`config.mk`:
```
export PLATFORM = sky130hd
export DESIGN_NAME = keypad_scanner_flat
export DESIGN_NICKNAME = d
export VERILOG_FILES = /design/src/rtl/keypad_pkg.sv /design/src/rtl/keypad_scanner_if.sv /design/src/rtl/keypad_sync.sv /design/src/rtl/keypad_scanner.sv /design/src/flat_wrapper.sv
export SDC_FILE = /design/constraint.sdc
export NUM_CORES = 1
export LEC_CHECK = 0
export BUFFER_PORTS_ARGS = -buffer_cell sky130_fd_sc_hd__buf_2
export CORE_MARGIN = 2
export CORE_UTILIZATION = 55
export DETAILED_ROUTE_END_ITERATION = 12
export PLACE_DENSITY = 0.72
export SKIP_CTS_REPAIR_TIMING = 1
export SLEW_MARGIN = 0
export SYNTH_ARGS = -nofsm -noshare
export SYNTH_HDL_FRONTEND = slang
export SYNTH_SLANG_ARGS = --single-unit
```
`constraint.sdc`:
```
create_clock -name clk_pi -period 4.3 [get_ports clk_pi]
set_input_delay 0.86 -clock clk_pi [delete_from_list [all_inputs] [get_ports clk_pi]]
set_output_delay 0.86 -clock clk_pi [all_outputs]
set_load 0.01 [all_outputs]
```
`src/rtl/keypad_pkg.sv`:
```
// Shared types, key map and row-priority helper for the 4x4 matrix keypad scanner.
package keypad_pkg;

  typedef enum logic [1:0] {SCAN, DEBOUNCE, PRESSED, RELEASE} kp_state_t;

  // Indexed [row][col]
  localparam logic [3:0] KEY_MAP [4][4] = '{
    '{4'h1, 4'h2, 4'h3, 4'hA},
    '{4'h4, 4'h5, 4'h6, 4'hB},
    '{4'h7, 4'h8, 4'h9, 4'hC},
    '{4'h0, 4'hF, 4'hE, 4'hD}
  };

  // Rows are active-low; the lowest-index low row wins.
  function automatic logic [1:0] lowest_low_row(input logic [3:0] rows);
    logic [1:0] idx;
    idx = 2'd0;
    for (int i = 3; i >= 0; i--) begin
      if (!rows[i]) idx = 2'(i);
    end
    return idx;
  endfunction

endpackage

```
`src/rtl/keypad_scanner_if.sv`:
```
// Keypad pins plus decoded key outputs; master is the scanner, slave the board/consumer side.
interface keypad_scanner_if;
  logic [3:0] row_pi;
  logic [3:0] col_po;
  logic [3:0] tecla_po;
  logic       tecla_valid_po;
  logic       tecla_held_po;

  modport master (
    input  row_pi,
    output col_po,
    output tecla_po,
    output tecla_valid_po,
    output tecla_held_po
  );

  modport slave (
    output row_pi,
    input  col_po,
    input  tecla_po,
    input  tecla_valid_po,
    input  tecla_held_po
  );
endinterface

```
`src/rtl/keypad_sync.sv`:
```
// Two-flop synchroniser; resets to all-ones so idle pulled-up rows read as released.
module keypad_sync #(
  parameter int unsigned WIDTH = 4
) (
  input  logic             clk_pi,
  input  logic             rst_n_pi,
  input  logic [WIDTH-1:0] d_pi,
  output logic [WIDTH-1:0] q_po
);

  logic [WIDTH-1:0] meta_q;

  always_ff @(posedge clk_pi or negedge rst_n_pi) begin
    if (!rst_n_pi) begin
      meta_q <= '1;
      q_po   <= '1;
    end else begin
      meta_q <= d_pi;
      q_po   <= meta_q;
    end
  end

endmodule

```
`src/rtl/keypad_scanner.sv`:
```
// 4x4 keypad scanner: column scan, row debounce, one valid pulse per accepted press.
// Optional auto-repeat while held is enabled by defining KEYPAD_REPEAT_EN.
module keypad_scanner
  import keypad_pkg::*;
#(
  parameter int unsigned SCAN_CYCLES     = 1000,
  parameter int unsigned DEBOUNCE_CYCLES = 100000,
  parameter int unsigned REPEAT_CYCLES   = 5000000
) (
  input  logic              clk_pi,
  input  logic              rst_n_pi,
  keypad_scanner_if.master  kp
);

  localparam int unsigned MaxSd = (SCAN_CYCLES > DEBOUNCE_CYCLES) ? SCAN_CYCLES : DEBOUNCE_CYCLES;
  localparam int unsigned MaxP  = (MaxSd > REPEAT_CYCLES) ? MaxSd : REPEAT_CYCLES;
  localparam int unsigned CntW  = $clog2(MaxP) + 1;

  localparam logic [CntW-1:0] ScanLast = CntW'(SCAN_CYCLES - 1);
  localparam logic [CntW-1:0] DebLast  = CntW'(DEBOUNCE_CYCLES - 1);

  kp_state_t       state_q, state_d;
  logic [1:0]      col_idx_q, col_idx_d;
  logic [1:0]      row_idx_q, row_idx_d;
  logic [CntW-1:0] scan_cnt_q, scan_cnt_d;
  logic [CntW-1:0] deb_cnt_q, deb_cnt_d;
  logic [3:0]      tecla_q, tecla_d;
  logic            valid_q, valid_d;
  logic            held_q, held_d;
  logic [3:0]      rows_s;

`ifdef KEYPAD_REPEAT_EN
  localparam logic [CntW-1:0] RepLast = CntW'(REPEAT_CYCLES - 1);
  logic [CntW-1:0] rep_cnt_q, rep_cnt_d;
`endif

  keypad_sync #(
    .WIDTH (4)
  ) u_row_sync (
    .clk_pi   (clk_pi),
    .rst_n_pi (rst_n_pi),
    .d_pi     (kp.row_pi),
    .q_po     (rows_s)
  );

  always_comb begin
    state_d    = state_q;
    col_idx_d  = col_idx_q;
    row_idx_d  = row_idx_q;
    scan_cnt_d = scan_cnt_q;
    deb_cnt_d  = deb_cnt_q;
    tecla_d    = tecla_q;
    valid_d    = 1'b0;
    held_d     = held_q;
`ifdef KEYPAD_REPEAT_EN
    rep_cnt_d  = rep_cnt_q;
`endif
    unique case (state_q)
      SCAN: begin
        if (scan_cnt_q == ScanLast) begin
          scan_cnt_d = '0;
          if (rows_s == 4'hF) begin
            col_idx_d = col_idx_q + 2'd1;
          end else begin
            row_idx_d = lowest_low_row(rows_s);
            deb_cnt_d = '0;
            state_d   = DEBOUNCE;
          end
        end else begin
          scan_cnt_d = scan_cnt_q + 1'b1;
        end
      end
      DEBOUNCE: begin
        if (!rows_s[row_idx_q]) begin
          if (deb_cnt_q == DebLast) begin
            deb_cnt_d = '0;
            tecla_d   = KEY_MAP[row_idx_q][col_idx_q];
            valid_d   = 1'b1;
            held_d    = 1'b1;
            state_d   = PRESSED;
          end else begin
            deb_cnt_d = deb_cnt_q + 1'b1;
          end
        end else begin
          // Rejected press: move on so a stuck bounce cannot pin the scan on one column.
          deb_cnt_d  = '0;
          col_idx_d  = col_idx_q + 2'd1;
          scan_cnt_d = '0;
          state_d    = SCAN;
        end
      end
      PRESSED: begin
        if (rows_s[row_idx_q]) begin
          deb_cnt_d = '0;
          state_d   = RELEASE;
`ifdef KEYPAD_REPEAT_EN
          rep_cnt_d = '0;
        end else if (rep_cnt_q == RepLast) begin
          valid_d   = 1'b1;
          rep_cnt_d = '0;
        end else begin
          rep_cnt_d = rep_cnt_q + 1'b1;
`endif
        end
      end
      RELEASE: begin
        if (rows_s[row_idx_q]) begin
          if (deb_cnt_q == DebLast) begin
            deb_cnt_d  = '0;
            held_d     = 1'b0;
            col_idx_d  = col_idx_q + 2'd1;
            scan_cnt_d = '0;
            state_d    = SCAN;
          end else begin
            deb_cnt_d = deb_cnt_q + 1'b1;
          end
        end else begin
          deb_cnt_d = '0;
          state_d   = PRESSED;
        end
      end
      default: state_d = SCAN;
    endcase
  end

  always_ff @(posedge clk_pi or negedge rst_n_pi) begin
    if (!rst_n_pi) begin
      state_q    <= SCAN;
      col_idx_q  <= 2'd0;
      row_idx_q  <= 2'd0;
      scan_cnt_q <= '0;
      deb_cnt_q  <= '0;
      tecla_q    <= 4'h0;
      valid_q    <= 1'b0;
      held_q     <= 1'b0;
`ifdef KEYPAD_REPEAT_EN
      rep_cnt_q  <= '0;
`endif
    end else begin
      state_q    <= state_d;
      col_idx_q  <= col_idx_d;
      row_idx_q  <= row_idx_d;
      scan_cnt_q <= scan_cnt_d;
      deb_cnt_q  <= deb_cnt_d;
      tecla_q    <= tecla_d;
      valid_q    <= valid_d;
      held_q     <= held_d;
`ifdef KEYPAD_REPEAT_EN
      rep_cnt_q  <= rep_cnt_d;
`endif
    end
  end

  assign kp.col_po         = ~(4'b0001 << col_idx_q);
  assign kp.tecla_po       = tecla_q;
  assign kp.tecla_valid_po = valid_q;
  assign kp.tecla_held_po  = held_q;

endmodule
```
`src/flat_wrapper.sv`:
```
// flat-port wrapper written by rule: the top's interface ports become plain ports
module keypad_scanner_flat import keypad_pkg::*;
#(
  parameter int unsigned SCAN_CYCLES     = 1000,
  parameter int unsigned DEBOUNCE_CYCLES = 100000,
  parameter int unsigned REPEAT_CYCLES   = 5000000
)
  (clk_pi, rst_n_pi, kp_row_pi, kp_col_po, kp_tecla_po, kp_tecla_valid_po, kp_tecla_held_po);
  keypad_scanner_if kp_i ();
  input  logic clk_pi;
  input  logic rst_n_pi;
  input wire logic [$bits(kp_i.row_pi)-1:0] kp_row_pi;
  output wire logic [$bits(kp_i.col_po)-1:0] kp_col_po;
  output wire logic [$bits(kp_i.tecla_po)-1:0] kp_tecla_po;
  output wire logic [$bits(kp_i.tecla_valid_po)-1:0] kp_tecla_valid_po;
  output wire logic [$bits(kp_i.tecla_held_po)-1:0] kp_tecla_held_po;
  assign kp_i.row_pi = kp_row_pi;
  assign kp_col_po = kp_i.col_po;
  assign kp_tecla_po = kp_i.tecla_po;
  assign kp_tecla_valid_po = kp_i.tecla_valid_po;
  assign kp_tecla_held_po = kp_i.tecla_held_po;
  keypad_scanner #(.SCAN_CYCLES(SCAN_CYCLES), .DEBOUNCE_CYCLES(DEBOUNCE_CYCLES), .REPEAT_CYCLES(REPEAT_CYCLES)) u_core (.clk_pi(clk_pi), .rst_n_pi(rst_n_pi), .kp(kp_i));
endmodule
```
# ---- Word-level counts from Yosys, hierarchy flattened
# Cells that the tools add are included.
# Widths: inputs -> output; s select.
dict set report op_classes {
  order_cmp 3
  addsub 3
  n_bitwise 5
  mux 45
  shift 1
  n_reduce_logical 10
  n_eq_ne 17
}
# op n
set ops {}
lappend ops {{$mux 24} 9}
lappend ops {{$pmux 24 s4} 1}
lappend ops {{$pmux 24 s3} 1}
lappend ops {{$add 24x1->24 const B} 2}
lappend ops {{$bmux 16 s2} 1}
lappend ops {{$mux 16} 2}
lappend ops {{$mux 2} 16}
lappend ops {{$eq 24x10->1 const B} 1}
lappend ops {{$eq 24x17->1 const B} 1}
lappend ops {{$ne 2x1->1 const B} 7}
lappend ops {{$reduce_and 5->1} 2}
lappend ops {{$reduce_and 3->1} 3}
lappend ops {{$bmux 4 s2} 1}
lappend ops {{$mux 1} 8}
lappend ops {{$mux 4} 2}
lappend ops {{$pmux 2 s4} 1}
lappend ops {{$ge 3x3->1 const B} 2}
lappend ops {{$not 2->3} 2}
lappend ops {{$pmux 2 s3} 1}
lappend ops {{$reduce_and 6->1} 1}
lappend ops {{$eq 2x2->1 const B} 2}
lappend ops {{$eq 4x4->1 const B} 1}
lappend ops {{$ne 2x2->1 const B} 2}
lappend ops {{$not 4->4} 1}
lappend ops {{other kinds (13)} 14}
dict set report totals {
  in_bits 6
  out_inout_bits 10
  regBits 68
}

# ---- Depth between registers and ports, before layout
dict set report depth {
  word_depth 7
  ltp_mapped 8
  mapped_depth_nobuf 6
}

# ---- Cells and area by module
# From an unflattened synthesis, not the netlist that was laid out.
dict set report hier_totals {
  cells_unflattened 388
  area_unflattened_um2 3633.5
}
# mod n_inst cells_each area_each_um2
set by_module_without_submodules {}
lappend by_module_without_submodules {keypad_scanner 1 380 3423.3}
lappend by_module_without_submodules {keypad_sync 1 8 210.2}

# ---- Worst setup path after synthesis
# No wires, ideal clock.
dict set report synth_path {
  kind {reg2reg}
  start {register u_core.scan_cnt_q[20]}
  end {register u_core.deb_cnt_q[13]}
  period_less_slack_ns 2.312
  setup_ns 0.126
  path_stages_with_launch 8
  required_time_ns 4.174
  slack_ns 1.988
  t_arrival_ns 2.186
  path_buffers 2
  path_cell_list {dfrtp_1 or4_4 nor4_4 a41oi_2 and2_4 buf_6 buf_8 a221o_1}
}
dict set report synth_between {
  elab_chain_len 3
}
# element line_no
set synth_rtl {}
lappend synth_rtl {{from (decl)} keypad_scanner.sv:25} ;# logic [CntW-1:0] scan_cnt_q, scan_cnt_d;
lappend synth_rtl {{from (signal assigned)} keypad_scanner.sv:143} ;# scan_cnt_q <= scan_cnt_d;
lappend synth_rtl {{$eq 24x10->1} keypad_scanner.sv:60} ;# if (scan_cnt_q == ScanLast) begin
lappend synth_rtl {{$ne 2x1->1 (no line)} --}
lappend synth_rtl {{$reduce_and 3->1 (no line)} --}
lappend synth_rtl {{to (signal assigned)} keypad_scanner.sv:144} ;# deb_cnt_q <= deb_cnt_d;
lappend synth_rtl {{to (decl)} keypad_scanner.sv:26} ;# logic [CntW-1:0] deb_cnt_q, deb_cnt_d;
# Every way passes these cells.
# A chain may end at the register's enable or synchronous reset.

# ---- Worst setup path in the final report
dict set report layout_path {
  start {register u_core.deb_cnt_q[0]}
  end {register u_core.deb_cnt_q[4]}
}
dict set report layout_between {
  elab_chain_len 4
  elab_cells_between_ends 6
  classes_between {add/sub (1); eq/ne (1); mux (4)}
}
# element line_no
set layout_rtl {}
lappend layout_rtl {{$add 24x1->24 or $eq 24x17->1 (tied branches)} --}
lappend layout_rtl {{$mux 24 (*)} {keypad_scanner.sv:75, keypad_scanner.sv:108}}
lappend layout_rtl {{$mux 24, on equally long branches} {keypad_scanner.sv:107, keypad_scanner.sv:74}}
lappend layout_rtl {{$pmux 24 s4 (*)} keypad_scanner.sv:58} ;# unique case (state_q)
# Every way passes the cells marked *; elsewhere a longest branch is shown, timed or not.

==> run_results.csv <==
group,metric,value,unit
die,fp.dieH,89.42,µm
sta,slew_viol_final,0,
worst_setup_path,start_kind,"flip-flop",
pwr,leakagePower,1.843,nW
clock_network,cts_tree,"yes",
die,dieArea,7995,µm²
synth,synth_edf_count,0,
worst_setup_path,r2r_start,"u_core.deb_cnt_q[0]",
grt,grt_max_degree,37,
die,die_w,89.42,µm
synth,seq_area_frac_synth,42.66,%
grt,grt_busiest_layer,"met2",
clock_network,cts.clk_slew.worst_paths,80,ps
min_path,min_path_cells,0,
worst_setup_path,worstSetupEndpointType,"flip-flop",
sta,max_freq,0.3493,GHz
grt,grt_util_all_layers,24.13,%
sta,fin_setup_tns,0,ps
synth,yosys.area.top_type,"dfrtp_1",
die,core,7176,µm²
worst_setup_path,crit_fanout,22,
clock_network,htree_levels,3,
die,floorplan.initialDensity,55.92,%
cells_and_area,area_delta_synth_final,6.080,%
grt,grt_pass1_vias,3027,
sta,setup_viol,0,
clock_network,cts_sinks,68,
synth,ys_types,62,
min_path,hold_class,"reg -> reg",
detailed_routing,routed_wirelength,8862,µm
synth,synth_top_area_share,37.42,%
sta,worst_pin_slew,902.3,ps
worst_setup_path,path_common_cell,"buf_4",
worst_setup_path,crit_arrival,3100,ps
sta,finalHoldViolCount,0,
placed_design,io_buffers,15,
cells_and_area,fin_nets,427,
synth,synth_cells,407,
worst_setup_path,crit_path_cell_trace,"ha_1 -> and4_1 -> nand2_1 -> nor3_2 -> buf_4 -> nor2_1 -> buf_4 -> a221o_2",
clock_network,cts_buffer_depth,2,
cells_and_area,final_common_cell,"dfrtp_1",
synth,ys.flop_type,"dfrtp_1",
worst_setup_path,crit_slowest_cell,"nor3_2",
grt,grt_overflow_total,0,
sta,rsz0062_at_grt,"no",
worst_setup_path,reg2reg_slack,1440,ps
die,rows,31,
clock_network,cts_buffers,9,
cells_and_area,utilization,59.32,%
synth,avgSynthCellArea,9.859,µm²
grt,grt_antenna_before_repair,0,
cells_and_area,layout_common_cells,"60 x dfrtp_1, 36 x nand2_1, 28 x a221o_1",
flow_run,cap_violations,0,
min_path,min_to,"u_core.u_row_sync.q_po[2]",
die,io_pins,16,
worst_setup_path,worst-endpoint-required,4540,ps
placed_design,place.gp.congestion,0.8334,
synth,synth.area.top_cells,"dfrtp_1 37%, a221o_1 7.0%, dfstp_2 5.2%",
cells_and_area,n_antenna_cell,0,
grt,met2_usage,36.70,%
detailed_routing,vias_per_cell,6.505,
detailed_routing,ant_nets,0,
detailed_routing,drc,0,
placed_design,dp_hpwl,5955,µm
sta,fin_hold_ws,358.6,ps
min_path,worstHoldStart,"u_core.u_row_sync.meta_q[2]",
detailed_routing,dr_total_vias,3363,
detailed_routing,drt_iter0_markers,182,
synth,ys_seq_elements,68,
sta,maxSlewHeadroom,39.29,%
synth,syn_nets,421,
worst_setup_path,critPathKind,"reg -> reg",
synth,yosysWarnings,0,
sta,period_share,66.57,%
pwr,power_density,287.0,nW/µm²
worst_setup_path,r2r_cells,8,
cells_and_area,nFillCells,625,
clock_network,clockRootBuffer,"clkbuf_8",
status,status,"completed",
grt,use_met3,4.986,%
detailed_routing,firstDrtPassIters,5,
grt,grt_pass1_wl,14880,µm
cells_and_area,drive_above_1_share,17.70,%
synth,syn-cell-area,4013,µm²
worst_setup_path,reg2reg_to,"u_core.deb_cnt_q[4]",
sta,period_needed,2863,ps
sta,finClkSkew,11.23,ps
pwr,max-vdd-ir-drop,0.1537,mV
detailed_routing,wire_per_inst,17.14,µm
synth,synthArstFlopShare,100.0,%
grt,met1_usage,34.27,%
worst_setup_path,cpPeakStageDelay,660,ps
clock_network,worstSkewPairLatency,360,ps
[kinds of logic after synthesis]
| logic type | count (synthesis) | synth area share, % |
|---|---|---|
| simple gates | 192 | 26.97 |
| compound gates | 89 | 18.12 |
| flops | 68 | 42.66 |
| buf+inv | 39 | 6.361 |
| fa+ha+maj | 8 | 2.495 |
| mux | 7 | 2.526 |
| xor+xnor | 4 | 0.8730 |
[worst max path at each step]
stage / startpoint / to / slack, ps / cells after the start
final: u_core.deb_cnt_q[0] / u_core.deb_cnt_q[4] / 1440 / 8
after global routing: u_core.deb_cnt_q[0] / u_core.deb_cnt_q[4] / 1260 / 8
after CTS: u_core.deb_cnt_q[0] / u_core.deb_cnt_q[4] / 1460 / 8
after floorplan: u_core.scan_cnt_q[20] / u_core.deb_cnt_q[13] / 1990 / 7
after detailed placement: u_core.deb_cnt_q[0] / u_core.deb_cnt_q[3] / 1480 / 8
after global placement: u_core.deb_cnt_q[19] / u_core.deb_cnt_q[2] / 1530 / 7
[worst max-delay path: cells and delay by family, from the launching register on]
family,cells,cell delay (ps)
fa+ha+maj,1,230
compound gates,1,380
buf+inv,2,540
simple gates,4,1170
flops,1,410
[Yosys cell counts, types with 8 or more instances]
library cell / number
ha_1: 8
a21oi_1: 12
dfrtp_1: 60
nor2_1: 25
nand4_1: 13
nand3_1: 23
clkbuf_1: 8
and3_1: 13
a221o_1: 28
o21ai_0: 14
nand2_1: 36
nor3_1: 22
inv_1: 14
nor4_1: 16
dfstp_2: 8
[sequential cells by signal (all words and copies together), names as in the netlist, named ones only]
| name | cells |
|---|---|
| u_core.u_row_sync.q_po | 4 |
| u_core.kp.tecla_valid_po | 1 |
| u_core.u_row_sync.meta_q | 4 |
| u_core.deb_cnt_q | 24 |
| u_core.state_q | 1 |
| u_core.kp.tecla_held_po | 1 |
| u_core.col_idx_q | 2 |
| u_core.scan_cnt_q | 24 |
| u_core.kp.tecla_po | 4 |
| u_core.row_idx_q | 2 |
[layer usage]
| metal | up-vias | wire length, µm |
|---|---|---|
| met1 | 1673 | 4175 |
| li1 | 1581 | - |
| met2 | 99 | 4128 |
| met4 | 0 | 121 |
| met5 | - | 0 |
| met3 | 10 | 437 |
[stage by stage]
step / instances / area, µm² / power (mW) / worst slack (ps)
finish: 517 / 4257 / 1.222 / 1437
global route: 517 / 4257 / 1.267 / 1262
CTS: 517 / 4257 / 1.236 / 1457
detailed placement: 501 / 4051 / 0.6808 / 1479
global placement: 501 / 4051 / 0.6805 / 1534
floorplan: 407 / 4013 / 0.6633 / 1988
[report_power, final]
part | leakage, nW | switching, mW | internal, mW
registers | 0.908 | 0.00280 | 0.646
logic | 0.834 | 0.0150 | 0.00390
clock network | 0.101 | 0.279 | 0.276
[final cells by class]
type,instances,area (µm²),area share [%]
clock buffer,9,123.9,2.910
clock inverter,7,81.33,1.911
inverter,14,52.55,1.235
multi-input combinational,300,2051,48.18
sequential,68,1712,40.21
tap,99,123.9,2.910
timing repair buffer,20,112.6,2.646
Power figures use the tool's default switching activity.
